--- src/rtl/mem_port_arbiter.sv ---
`default_nettype none
// ============================================================================
// Module   : mem_port_arbiter
// Purpose  : Shares one memory port between IF (read) and LSU (read/write),
//            one outstanding transaction, LSU priority with IF starvation guard.
// Revision : 1.0 - initial release
// ============================================================================
module mem_port_arbiter #(
    parameter int XLEN         = 64,
    parameter int STARVE_LIMIT = 4
) (
    input  logic            clk,
    input  logic            rst,
    // instruction fetch
    input  logic            if_req_valid,
    output logic            if_req_ready,
    input  logic [XLEN-1:0] if_addr,
    output logic            if_rsp_valid,
    output logic [XLEN-1:0] if_rdata,
    // load/store unit
    input  logic            lsu_req_valid,
    output logic            lsu_req_ready,
    input  logic [XLEN-1:0] lsu_addr,
    input  logic            lsu_wen,
    input  logic [XLEN-1:0] lsu_wdata,
    input  logic [7:0]      lsu_wmask,
    output logic            lsu_rsp_valid,
    output logic [XLEN-1:0] lsu_rdata,
    // memory side
    output logic            mem_req_valid,
    input  logic            mem_req_ready,
    output logic [XLEN-1:0] mem_addr,
    output logic            mem_wen,
    output logic [XLEN-1:0] mem_wdata,
    output logic [7:0]      mem_wmask,
    input  logic            mem_rsp_valid,
    input  logic [XLEN-1:0] mem_rdata
);

    typedef enum logic [1:0] {
        S_IDLE = 2'd0,
        S_REQ  = 2'd1,
        S_RSP  = 2'd2
    } state_t;

    localparam logic [3:0] C_STARVE_LIMIT = 4'(STARVE_LIMIT);

    state_t            state_q, state_d;
    logic              owner_lsu_q, owner_lsu_d;
    logic [3:0]        starve_q, starve_d;
    logic [XLEN-1:0]   addr_q, addr_d;
    logic              wen_q, wen_d;
    logic [XLEN-1:0]   wdata_q, wdata_d;
    logic [7:0]        wmask_q, wmask_d;

    logic              grant_if;
    logic              grant_lsu;
    logic              rsp_fire;

    assign grant_if  = if_req_valid & (~lsu_req_valid | (starve_q == C_STARVE_LIMIT));
    assign grant_lsu = lsu_req_valid & ~grant_if;

    always_ff @(posedge clk) begin
        if (rst) begin
            state_q     <= S_IDLE;
            owner_lsu_q <= 1'b0;
            starve_q    <= 4'd0;
            addr_q      <= '0;
            wen_q       <= 1'b0;
            wdata_q     <= '0;
            wmask_q     <= 8'd0;
        end else begin
            state_q     <= state_d;
            owner_lsu_q <= owner_lsu_d;
            starve_q    <= starve_d;
            addr_q      <= addr_d;
            wen_q       <= wen_d;
            wdata_q     <= wdata_d;
            wmask_q     <= wmask_d;
        end
    end

    always_comb begin
        state_d     = state_q;
        owner_lsu_d = owner_lsu_q;
        starve_d    = starve_q;
        addr_d      = addr_q;
        wen_d       = wen_q;
        wdata_d     = wdata_q;
        wmask_d     = wmask_q;
        case (state_q)
            S_IDLE: begin
                if (grant_if) begin
                    owner_lsu_d = 1'b0;
                    starve_d    = 4'd0;
                    addr_d      = if_addr;
                    wen_d       = 1'b0;
                    wdata_d     = '0;
                    wmask_d     = 8'd0;
                    state_d     = S_REQ;
                end else if (grant_lsu) begin
                    owner_lsu_d = 1'b1;
                    // only counts as starving IF when IF was actually waiting
                    if (if_req_valid && (starve_q != C_STARVE_LIMIT)) begin
                        starve_d = starve_q + 4'd1;
                    end
                    addr_d      = lsu_addr;
                    wen_d       = lsu_wen;
                    wdata_d     = lsu_wdata;
                    wmask_d     = lsu_wen ? lsu_wmask : 8'd0;
                    state_d     = S_REQ;
                end
            end
            S_REQ: begin
                if (mem_req_ready) begin
                    state_d = S_RSP;
                end
            end
            S_RSP: begin
                if (mem_rsp_valid) begin
                    state_d = S_IDLE;
                end
            end
            default: state_d = S_IDLE;
        endcase
    end

    assign if_req_ready  = (state_q == S_IDLE) & grant_if;
    assign lsu_req_ready = (state_q == S_IDLE) & grant_lsu;

    assign mem_req_valid = (state_q == S_REQ);
    assign mem_addr      = addr_q;
    assign mem_wen       = wen_q;
    assign mem_wdata     = wdata_q;
    assign mem_wmask     = wmask_q;

    // Responses outside RSP are ignored; read data is zeroed when not valid.
    assign rsp_fire      = (state_q == S_RSP) & mem_rsp_valid;
    assign if_rsp_valid  = rsp_fire & ~owner_lsu_q;
    assign lsu_rsp_valid = rsp_fire & owner_lsu_q;
    assign if_rdata      = if_rsp_valid  ? mem_rdata : '0;
    assign lsu_rdata     = lsu_rsp_valid ? mem_rdata : '0;

endmodule
`default_nettype wire
--- config.mk ---
export PLATFORM = sky130hd
export DESIGN_NAME = mem_port_arbiter
export DESIGN_NICKNAME = d
export VERILOG_FILES = /design/src/rtl/mem_port_arbiter.sv
export SDC_FILE = /design/constraint.sdc
export NUM_CORES = 1
export LEC_CHECK = 0
export BUFFER_PORTS_ARGS = -buffer_cell sky130_fd_sc_hd__buf_4
export CORE_AREA = 2 2 208 210
export CTS_CLUSTER_DIAMETER = 150
export CTS_CLUSTER_SIZE = 12
export DETAILED_ROUTE_END_ITERATION = 8
export DIE_AREA = 0 0 210 212
export MAX_ROUTING_LAYER = met4
export PLACE_DENSITY = 0.36
export SLEW_MARGIN = 0
export SYNTH_ARGS = -nofsm -noshare
export SYNTH_HDL_FRONTEND = slang
export SYNTH_SLANG_ARGS = --single-unit
--- constraint.sdc ---
create_clock -name clk -period 2.97 [get_ports clk]
set_clock_uncertainty 0.2 [all_clocks]
set_input_delay 0.594 -clock clk [delete_from_list [all_inputs] [get_ports clk]]
set_output_delay 0.594 -clock clk [all_outputs]
set_load 0.02 [all_outputs]
**Word level (Yosys, flattened, before mapping)**

Index checks and enable logic that the tools add are counted.

- Add/subtract/negate cells: 1
- Reduce and logical (&&, ||, !) cells: 7
- Muxes and demuxes: 21
- Bitwise logic cells: 11
- Equality and inequality tests: 7

Operators by type and width:

| cell | count |
|---|---|
| 64-bit two-way mux | 6 |
| 8-bit two-way mux | 3 |
| 4-bit two-way mux | 3 |
| 2-bit two-way mux | 4 |
| 1-bit bitwise AND | 7 |
| 2-bit one-hot mux with 3 select lines | 1 |
| 3-bit AND reduction | 2 |
| 4-bit by 1-bit adder with 4-bit output (second input constant) | 1 |
| 4-bit by 3-bit equality test with 1-bit output (second input constant) | 1 |
| 1-bit two-way mux | 4 |
| 4-bit by 3-bit inequality test with 1-bit output (second input constant) | 1 |
| 2-bit nonzero test | 2 |
| 3-bit inequality test (second input constant) | 1 |
| 1-bit NOT | 3 |
| 2-bit by 1-bit equality test with 1-bit output (second input constant) | 1 |
| 2-bit equality test (second input constant) | 1 |
| 2-bit logical NOT | 1 |
| 2-bit by 1-bit inequality test with 1-bit output (second input constant) | 1 |
| 2-bit inequality test (second input constant) | 1 |
| 2-bit AND reduction | 1 |
| 1-bit logical AND | 1 |
| 1-bit OR | 1 |

- Register bits after elaboration: 144
- Word-level logic and storage cells: 54
- Bits of input ports: 271

**Logic depth before layout (Yosys ltp)**

Gate-level depths: netlist (run 1).

- Word-level depth: 8
- Mapped depth: 8
- Mapped depth without buffers: 6

**Worst setup path after synthesis (run 1)**

No wires, ideal clock.

- Kind: in2out
- Start: input port mem_rsp_valid
- End: output port lsu_rdata[54]
- Arrival time: 1.370 ns
- Stages on the path: 3
- Path slack: 0.806 ns
- Required time: 2.176 ns
- Path through: and3_1 clkbuf_1 and2_1

- Word-level cells in the longest chain between the ends: 3

Ends and longest elaborated chain:

| item | RTL line | text |
|---|---|---|
| start: declaration | 36 | `input logic mem_rsp_valid,` |
| 1-bit bitwise AND | 138 | `assign rsp_fire = (state_q == S_RSP) & mem_rsp_valid;` |
| 1-bit bitwise AND | 140 | `assign lsu_rsp_valid = rsp_fire & owner_lsu_q;` |
| via lsu_rsp_valid | 27 | `output logic lsu_rsp_valid,` |
| 64-bit two-way mux | 142 | `assign lsu_rdata = lsu_rsp_valid ? mem_rdata : '0;` |
| end: declaration | 28 | `output logic [XLEN-1:0] lsu_rdata,` |

The timed path passes the listed nets, and every way through them passes these cells.

**Worst setup path in the final report (run 1)**

- Start: register state_q[1]
- End: output port if_rdata[29]

- Word-level cells in the longest chain between the ends: 4

Ends and longest elaborated chain:

| item | RTL line | text |
|---|---|---|
| start: declaration | 48 | `state_t state_q, state_d;` |
| start signal: assignment | 73 | `state_q <= state_d;` |
| 2-bit equality test | 138 |  |
| 1-bit bitwise AND | 138 |  |
| 1-bit bitwise AND | 139 | `assign if_rsp_valid = rsp_fire & ~owner_lsu_q;` |
| 64-bit two-way mux | 141 | `assign if_rdata = if_rsp_valid ? mem_rdata : '0;` |
| end: declaration | 19 | `output logic [XLEN-1:0] if_rdata,` |

No other way between the ends.

==> results of run 1 <==
through the flow:
step	cell area (um2)	worst slack (ns)
after floorplan	6440	0.806
after global placement	11100	0.531
after detailed placement	11100	0.499
after CTS	11700	0.0411
after global routing	11700	0.0828
final	11700	0.265
power by group:
part,switching [uW],internal [uW]
logic,816,672
clock network,896,1350
registers,94.0,2100
cell families (layout without fill, tap and decap cells):
group / Yosys count / count (layout)
other: 0 / 4
AND/OR/NAND/NOR: 356 / 356
adder cells (fa/ha/maj): 2 / 2
AO/OA/AOI/OAI: 211 / 211
buffers and inverters: 74 / 590
flip-flops: 144 / 144
worst min path at each step:
stage	to	cells past startpoint
detailed placement	mem_wen$_SDFFE_PP0P_	2
CTS	mem_wmask[7]$_SDFFE_PP0P_	2
global route	mem_wmask[3]$_SDFFE_PP0P_	2
floorplan	starve_q[1]$_SDFFE_PP0P_	2
finish	mem_wmask[3]$_SDFFE_PP0P_	2
global placement	mem_wen$_SDFFE_PP0P_	2
synthesized netlist by cell type, types with 3 or more instances:
cell	count	share of area (%)
a211oi_1	53	6.2
a211oi_2	11	2.1
a21oi_1	70	5.4
a22o_1	8	1.1
a22oi_1	65	7.6
and2_1	129	13
buf_1	6	0.35
buf_2	18	1.4
buf_4	6	0.70
clkbuf_1	38	2.2
dfxtp_1	144	45
inv_1	3	0.17
nand2_1	72	4.2
nor2_1	134	7.8
nor2b_1	4	0.39
state kept, by name, summed over array words and instances, names as in the netlist:
signal       flops
mem_addr        64
mem_wdata       64
mem_wmask        8
starve_q         4
state_q          2
mem_wen          1
owner_lsu_q      1
metal layers:
metal | part of all wire [%] | track usage [%] | vias up
met5 | 0 | - | -
met2 | 49 | 24.4 | 275
li1 | - | - | 3699
met4 | 0.63 | 2.89 | 0
met1 | 42 | 17.7 | 3504
met3 | 8.6 | 6.63 | 11
repair_timing:
action / 4_1_cts / 5_1_grt
setup endpoints to repair: 0 / 45
hold endpoints to repair: 0 / 0
setup buffers: 0 / 3
final cells by class:
cell class / count / share of cell area (%)
clock inverters: 8 / 0.876
diodes: 4 / 0.0855
clock buffers: 24 / 4.28
inverters: 3 / 0.0961
well taps: 546 / 5.83
repair buffers: 555 / 36.5
multi-input cells: 569 / 27.7
flip-flops and latches: 144 / 24.6
cells in the final DEF (no fill, tap or decap), types with 11 or more instances in the layout:
cell type	Yosys	routed
clkbuf_16	0	17
dfxtp_1	144	144
nand2_1	72	72
and2_1	129	129
a22oi_1	65	65
a211oi_1	53	53
a21oi_1	70	70
buf_4	6	546
nor2_1	134	133
a211oi_2	11	11
==> results.md, run 1 <==
- Hold repair after CTS inserted 0 buffers.
- The async set-or-reset flop fraction in the synthesized netlist is 0%.
- The insertion delay to the later sink of the worst-skew pair is about 0.44 ns.
- The number of clock buffers added by TritonCTS is 17.
- The synthesized netlist occupies a cell area of about 6400 um2.
- The count of flip-flops with a built-in enable after synthesis is 0.
- The final wirelength is about 34,000 um.
- The sequential element share of the synthesized area is approximately 45%.
- The number of gates on the worst path with buffers counted is 7.
- The endpoint of the lowest-slack register-to-register path is mem_addr[61]$_SDFFE_PP0P_.
- The final number of max-transition violations is 0.
- The number of antenna violations at the first check in global routing is 6.
- The family of cells with the greatest summed delay on the critical path is simple AND/OR/NAND/NOR gates.
- By area, the combinational part of the netlist is dominated by simple AND/OR/NAND/NOR gates.
- After Yosys synthesis, and, or, nand and nor cells account for between 20% and 30% of the synthesized area.
- The maximum number of pins on one net before global-route repair is approximately 120.
- The source of the worst register-to-register timing path is starve_q[0]$_SDFFE_PP0P_.
- In this run the register-to-register setup slack is between 0.8 and 0.9 ns.
- The aggregate global routing overflow is 0.
- After detailed placement, the design holds a cell count of around 1,800.
- The first detailed-routing pass ran for 4 iterations.
- The worst pin sits at a relative slew slack of a little under 60%.
- The net count of the mapped netlist is 1,060.
- In this run the number of H-tree levels came out at 4.
- Clock-pin slew was measured on the worst setup and hold paths at roughly 0.06 ns.
- In the final layout, flip-flops and latches occupy around 2900 um2.
- Setup repair after global routing left no endpoint under its margin.
- Summing the areas of all xor and xnor instances in the mapped netlist gives 0% of the synthesized area.
- For the worst flop-to-flop path, the logic depth is 7.
- The tightest min-delay check is of the input port to register type.
- The number of gates resized after CTS is 0.
- The routed wirelength normalized by instance count is about 19 um.
- The synthesis-to-layout area growth is 82.0%.
- The critical hold path startpoint is lsu_wmask[3].
- In this run the tool buffered the top-level ports with 540 buffer cells.
- The data required time of the critical path is about 2.2 ns.
- The post-synthesis cell type count is 35.
- The filler cell count is 4,681.
- The number of global-route vias before repair is 7,576.
- By instance count, the cell type seen most on the critical path is buf_12.
- After detailed routing, the number of vias per cell comes to 4.04.
- The power density over the cells is approximately 510 nW/um2.
- The starting DRC count in detailed routing is about 370.
- The overall die width is 210 um.
- The maximum vdd drop is roughly 0.46 mV.
- Of the cells placed in the final design, the portion with a size suffix greater than 1 is 46.3%.
- The detailed-route DRC error count is 0.
- The gate count after technology mapping is about 790.
- Counting I/O delays and the setup requirement, the final critical path takes 2.71 ns.
- For this run, the share of the core covered by cells in the final layout is about 28%.
- No sink is reached through more buffers than the 2 on the longest clock path.
- Measured against the total synthesized area, the mux share comes to 0%.
- The final weighted congestion of routability-driven global placement is 0.854.
- The final count of hold timing violations was 0.
- During synthesis, Yosys emitted a total of 0 warnings.
- Derived from the worst setup path, the maximum achievable clock frequency is 370 MHz.
- The critical path starts at state_q[1]$_SDFFE_PP0P_.
- The tightest hold path in the finished design has a slack of between 0.15 and 0.2 ns.
- The critical path ends at if_rdata[29].
- The peak per-stage delay on the critical path is between 0.3 and 0.4 ns.
- For this configuration, the core starts out at a cell density of 15.1%.
- After the flow finishes, the layout carries non-filler instances totaling approximately 1,900.
- The detail route stage leaves a number of antenna-violating nets equal to 0.
- The maximum fanout count along the critical path is 29.
- The TritonCTS clock tree is built.
- The average cell area after synthesis is ~8.2 um2.
- The total power draw is between 5000 and 6000 uW.
- The synthesized design contains between 100 and 150 register bits.
- The arrival time of the worst setup path is 1.91 ns.
- The final setup violation count is 0.
- Of the total synthesized cell area, the portion taken by full adders, half adders and majority gates is less than 1%.
- The synthesized netlist devotes a little under a quarter of its cell area to compound gates.
- Across every metal layer, demand over resource in global routing totals between 15 and 20%.
- The analysis attributes to cell leakage a power of 0.00561 uW.
- The HPWL after detailed placement is 25,700 um.
- For the pin with the worst max-slew slack, the measured transition is approximately 0.63 ns.
- The number of sinks on the clock net is 144.
- In this run the clock root is driven by a clkbuf_16.
- The die is around 210 um tall.
- The core region area is approximately 43,000 um2.
- In the final layout, the multi-input gates occupy 3240 um2.
- In this run the core area contains 76 standard-cell rows.
- The share of the clock period used by the worst path after layout is between 90% and 100%.
- The final route contains 7,489 vias.
- The buffers plus inverters on the worst setup path is 3.
- The endpoint kind of the worst setup timing path is an output port.
- The first global-routing pass estimated between 40,000 and 50,000 um of wire.
- Traced cell by cell, the critical path runs through nor2b_1 -> nand2_1 -> nor2_4 -> buf_12 -> buf_12 -> and2_1 -> buf_4.
- Adding up every negative setup slack in the final design gives 0 ns.
- The number of nets at the end of the flow is 1,563.
- For this design the top-level I/O count stands at around 540.
- The run finished with clean final reports.
- The slowest stage of the critical path is the dfxtp_1 cell.
- The worst setup path is launched from a register.
- The critical path in this run is classified as register to output port.
- The main flop type after synthesis is dfxtp_1.
- The max-capacitance violation count is 0.
- The area enclosed by the die boundary is approximately 45,000 um2.
Note: power is estimated with default switching activity, not from simulation.
==> run 2, diff against run 1 <==
--- a/config.mk
+++ b/config.mk
@@ -6,13 +6,14 @@
 export NUM_CORES = 1
 export LEC_CHECK = 0
 export BUFFER_PORTS_ARGS = -buffer_cell sky130_fd_sc_hd__buf_4
-export CORE_AREA = 2 2 208 210
+export CORE_AREA = 2 2 209 211
 export CTS_CLUSTER_DIAMETER = 150
 export CTS_CLUSTER_SIZE = 12
 export DETAILED_ROUTE_END_ITERATION = 8
-export DIE_AREA = 0 0 210 212
+export DIE_AREA = 0 0 211 213
+export GPL_TIMING_DRIVEN = 0
 export MAX_ROUTING_LAYER = met4
-export PLACE_DENSITY = 0.36
+export PLACE_DENSITY = 0.37
 export SLEW_MARGIN = 0
 export SYNTH_ARGS = -nofsm -noshare
 export SYNTH_HDL_FRONTEND = slang
==> constraint.sdc (replaced) <==
create_clock -name clk -period 2.15 [get_ports clk]
set_clock_uncertainty 0.2 [all_clocks]
set_input_delay 0.43 -clock clk [delete_from_list [all_inputs] [get_ports clk]]
set_output_delay 0.43 -clock clk [all_outputs]
set_load 0.02 [all_outputs]
==> results.md, run 2 (synthesis results as in run 1) <==
- The static leakage is 0.00650 uW (+16%).
- The number of core rows came to 76 (unchanged).
- The number of global-route vias before repair is 8,243 (+8.8%).
- The number of buffers inserted by port buffering is 539 (-0.19%).
- The maximum fanout count along the critical path came to 9 (-69%).
- The number of buffers on the longest clock path is 2 (unchanged).
- The setup slack after layout came to -0.284 ns (-0.549 ns).
- The area enclosed by the die boundary is 44,900 um2 (+0.95%).
- The detailed-route DRC error count is 0 (unchanged).
- The power density over the cells is 612 nW/um2 (+21%).
- The core region area is 42,700 um2 (+0.45%).
- The maximum number of pins on one net before global-route repair is 17 (-86%).
- The total clock buffers created by CTS came to 17 (unchanged).
- The starting DRC count in detailed routing is 350 (-4.1%).
- The cell at the root of the clock tree is clkbuf_16.
- The synthesis-to-layout area growth is 115%.
- The detailed placer's ending HPWL is 28,700 um (+12%).
- The final count of hold timing violations is 0 (unchanged).
- The via count of the routed design is 8,114 (+8.3%).
- The smallest clock period supported by the final layout is computed as between 2 and 2.5 ns.
- The type of the setup path with the least slack is register to output port.
- The endpoint kind of the worst setup timing path is an output port.
- The final weighted congestion of routability-driven global placement came to 0.777 (-9.0%).
- The proportion of layout cells with a drive suffix above 1 was 54.3% (+8.0 points).
- The share of the clock period used by the worst path after layout is 113%.
- The number of antenna violations at the first check in global routing is 5 (-1).
- The clock-pin slew on the worst setup and hold paths is 0.07 ns (about the same).
- The sum of negative setup slack is -30.14 ns (-30.14 ns).
- The library cells used most frequently in the layout, excluding fill and tap cells, are buf_4, dfxtp_1, nor2_1, buf_6, and2_4.
- The I/O pin total came to 541 (unchanged).
- The number of search-and-repair iterations in the first detailed-routing pass is 7 (+3).
- The number of nets at the end of the flow is 1,714 (+9.7%).
- The total cell area at the placement stage is 11,200 um2 (+0.92%).
- The final design area excluding fillers is 13,800 um2 (+18%).
- The TritonCTS clock tree is built.
- The total power draw is 8470 uW (+43%).
- The final core utilization is 32.4% (+4.9 points).
- The arrival time of the worst setup path is 1.80 ns (-0.11 ns).
- The tightest min-delay check is of the input port to register type.
- The worst hold path begins at lsu_wdata[39].
- The startpoint kind of the worst setup timing path is a register.
- The initial core utilization is 15.1% (-0.067 points).
- The remaining antenna violation count is 0 (unchanged).
- The vias per cell was 4.04 (about the same).
- The filler cell count is 4,585 (-2.1%).
- The final setup violation count was 131 (+131).
- Static timing analysis puts the maximum clock frequency at slightly above 400 MHz.
- The worst slack after detailed placement is -0.385 ns (-0.884 ns).
- The routed wirelength normalized by instance count is 18.5 um (-0.18%).
- The total routing resource utilization after global routing came to 16.1% (+0.94 points).
- The most frequent standard cell in the layout excluding fill and tap cells is buf_4.
- The maximum vdd drop is 0.507 mV (+10%).
- The wire length of the first global-routing pass came to 52,400 um (+7.0%).
- The data required time of the critical path is 1.52 ns (-0.66 ns).
- The normalized max-slew margin is 42.5% (-15 points).
- The max-capacitance violation count came to 0 (unchanged).
- Setup repair after global routing could not meet its margin everywhere.
- The y dimension of the die is 213 um (+0.47%).
- The final number of max-transition violations is 0 (unchanged).
- The number of sinks on the clock net was 144 (unchanged).
- The source of the worst register-to-register timing path is starve_q[1]$_SDFFE_PP0P_.
- The overall die width is 211 um (+0.48%).
- The launching instance or port of the critical path is state_q[1]$_SDFFE_PP0P_.
- The final wirelength is 37,100 um (+8.1%).
- The final reports fail on negative setup slack.
- The transition at the pin with the smallest max-transition slack is 0.862 ns (+0.227 ns).
- The flow ran to the end, but the final reports show violations.
- The insertion delay to the later sink of the worst-skew pair is 0.46 ns (+0.02 ns).
- The H-tree depth is 4 (unchanged).
- The aggregate global routing overflow is 0 (unchanged).
## run 2: cell types whose count changed in the layout (fill, tap and decap cells not counted), moves of 4 or more
cell / before / now
buf_2: 0 / 15
and2_1: 129 / 21
clkbuf_1: 2 / 17
buf_12: 9 / 1
clkbuf_16: 17 / 25
dfxtp_1: 144 / 140
clkbuf_8: 5 / 9
clkbuf_2: 0 / 9
buf_4: 546 / 445
buf_6: 0 / 128
buf_8: 0 / 8
dlygate4sd3_1: 0 / 68
and2_4: 0 / 108
## run 2: worst max-delay path: stages, from the launching register on
cell	delay (ns)
dfxtp_2	0.33
nor2b_4	0.17
nand2_2	0.08
nor2_4	0.14
clkbuf_16	0.20
clkbuf_8	0.16
and2_4	0.15
buf_6	0.11
## run 2: power breakdown
group | total [uW] | switching (uW) | leakage (uW) | internal [uW]
clock network | 3110 | 1300 | 0.000287 | 1810
registers | 3040 | 133 | 0.00119 | 2910
logic | 2320 | 1210 | 0.00502 | 1110
total | 8470 | 2640 | 0.00650 | 5830
## run 2: stage by stage
stage	cells	hold slack (ns)
after floorplan	787	0.262
after global placement	1872	0.245
after detailed placement	1872	0.259
after CTS	1993	0.000475
after global routing	2005	0.0181
final	2006	0.0277
## run 2: routing by layer
layer	vias up	track usage [%]	routed length, um
met3	34	5.52	2740
met5	-	-	0
met1	3771	19.7	16200
met2	296	24.9	17600
li1	4013	-	-
met4	0	5.20	653
## run 2: final cells by class
| type | count | area [um2] | share of cell area, % |
|---|---|---|---|
| repair buffers | 636 | 5500 | 39.8 |
| multi-input cells | 569 | 3570 | 25.8 |
| flip-flops and latches | 144 | 2890 | 20.9 |
| well taps | 546 | 683 | 4.94 |
| plain buffers | 70 | 569 | 4.11 |
| clock buffers | 21 | 470 | 3.40 |
| clock inverters | 11 | 128 | 0.922 |
| diodes | 6 | 15.0 | 0.109 |
| inverters | 3 | 11.3 | 0.0814 |
## run 2: repair_timing
action | CTS | global route
cloned | 6 | 2
resized for setup | 259 | 96
pin swaps | 58 | 4
setup buffers | 15 | 6
setup endpoints to repair | 206 | 233
hold buffers | 68 | 0
hold endpoints to repair | 68 | 0
## run 2: path summary, 6_finish.rpt
kind	endpoint	slack, ns	cells past startpoint
setup / recovery	if_rdata[41]	-0.28	7
hold / removal	mem_wdata[39]$_SDFFE_PP0P_	0.03	3
setup reg to reg	mem_addr[5]$_SDFFE_PP0P_	0.11	8
hold reg to reg	mem_wen$_SDFFE_PP0P_	0.26	2
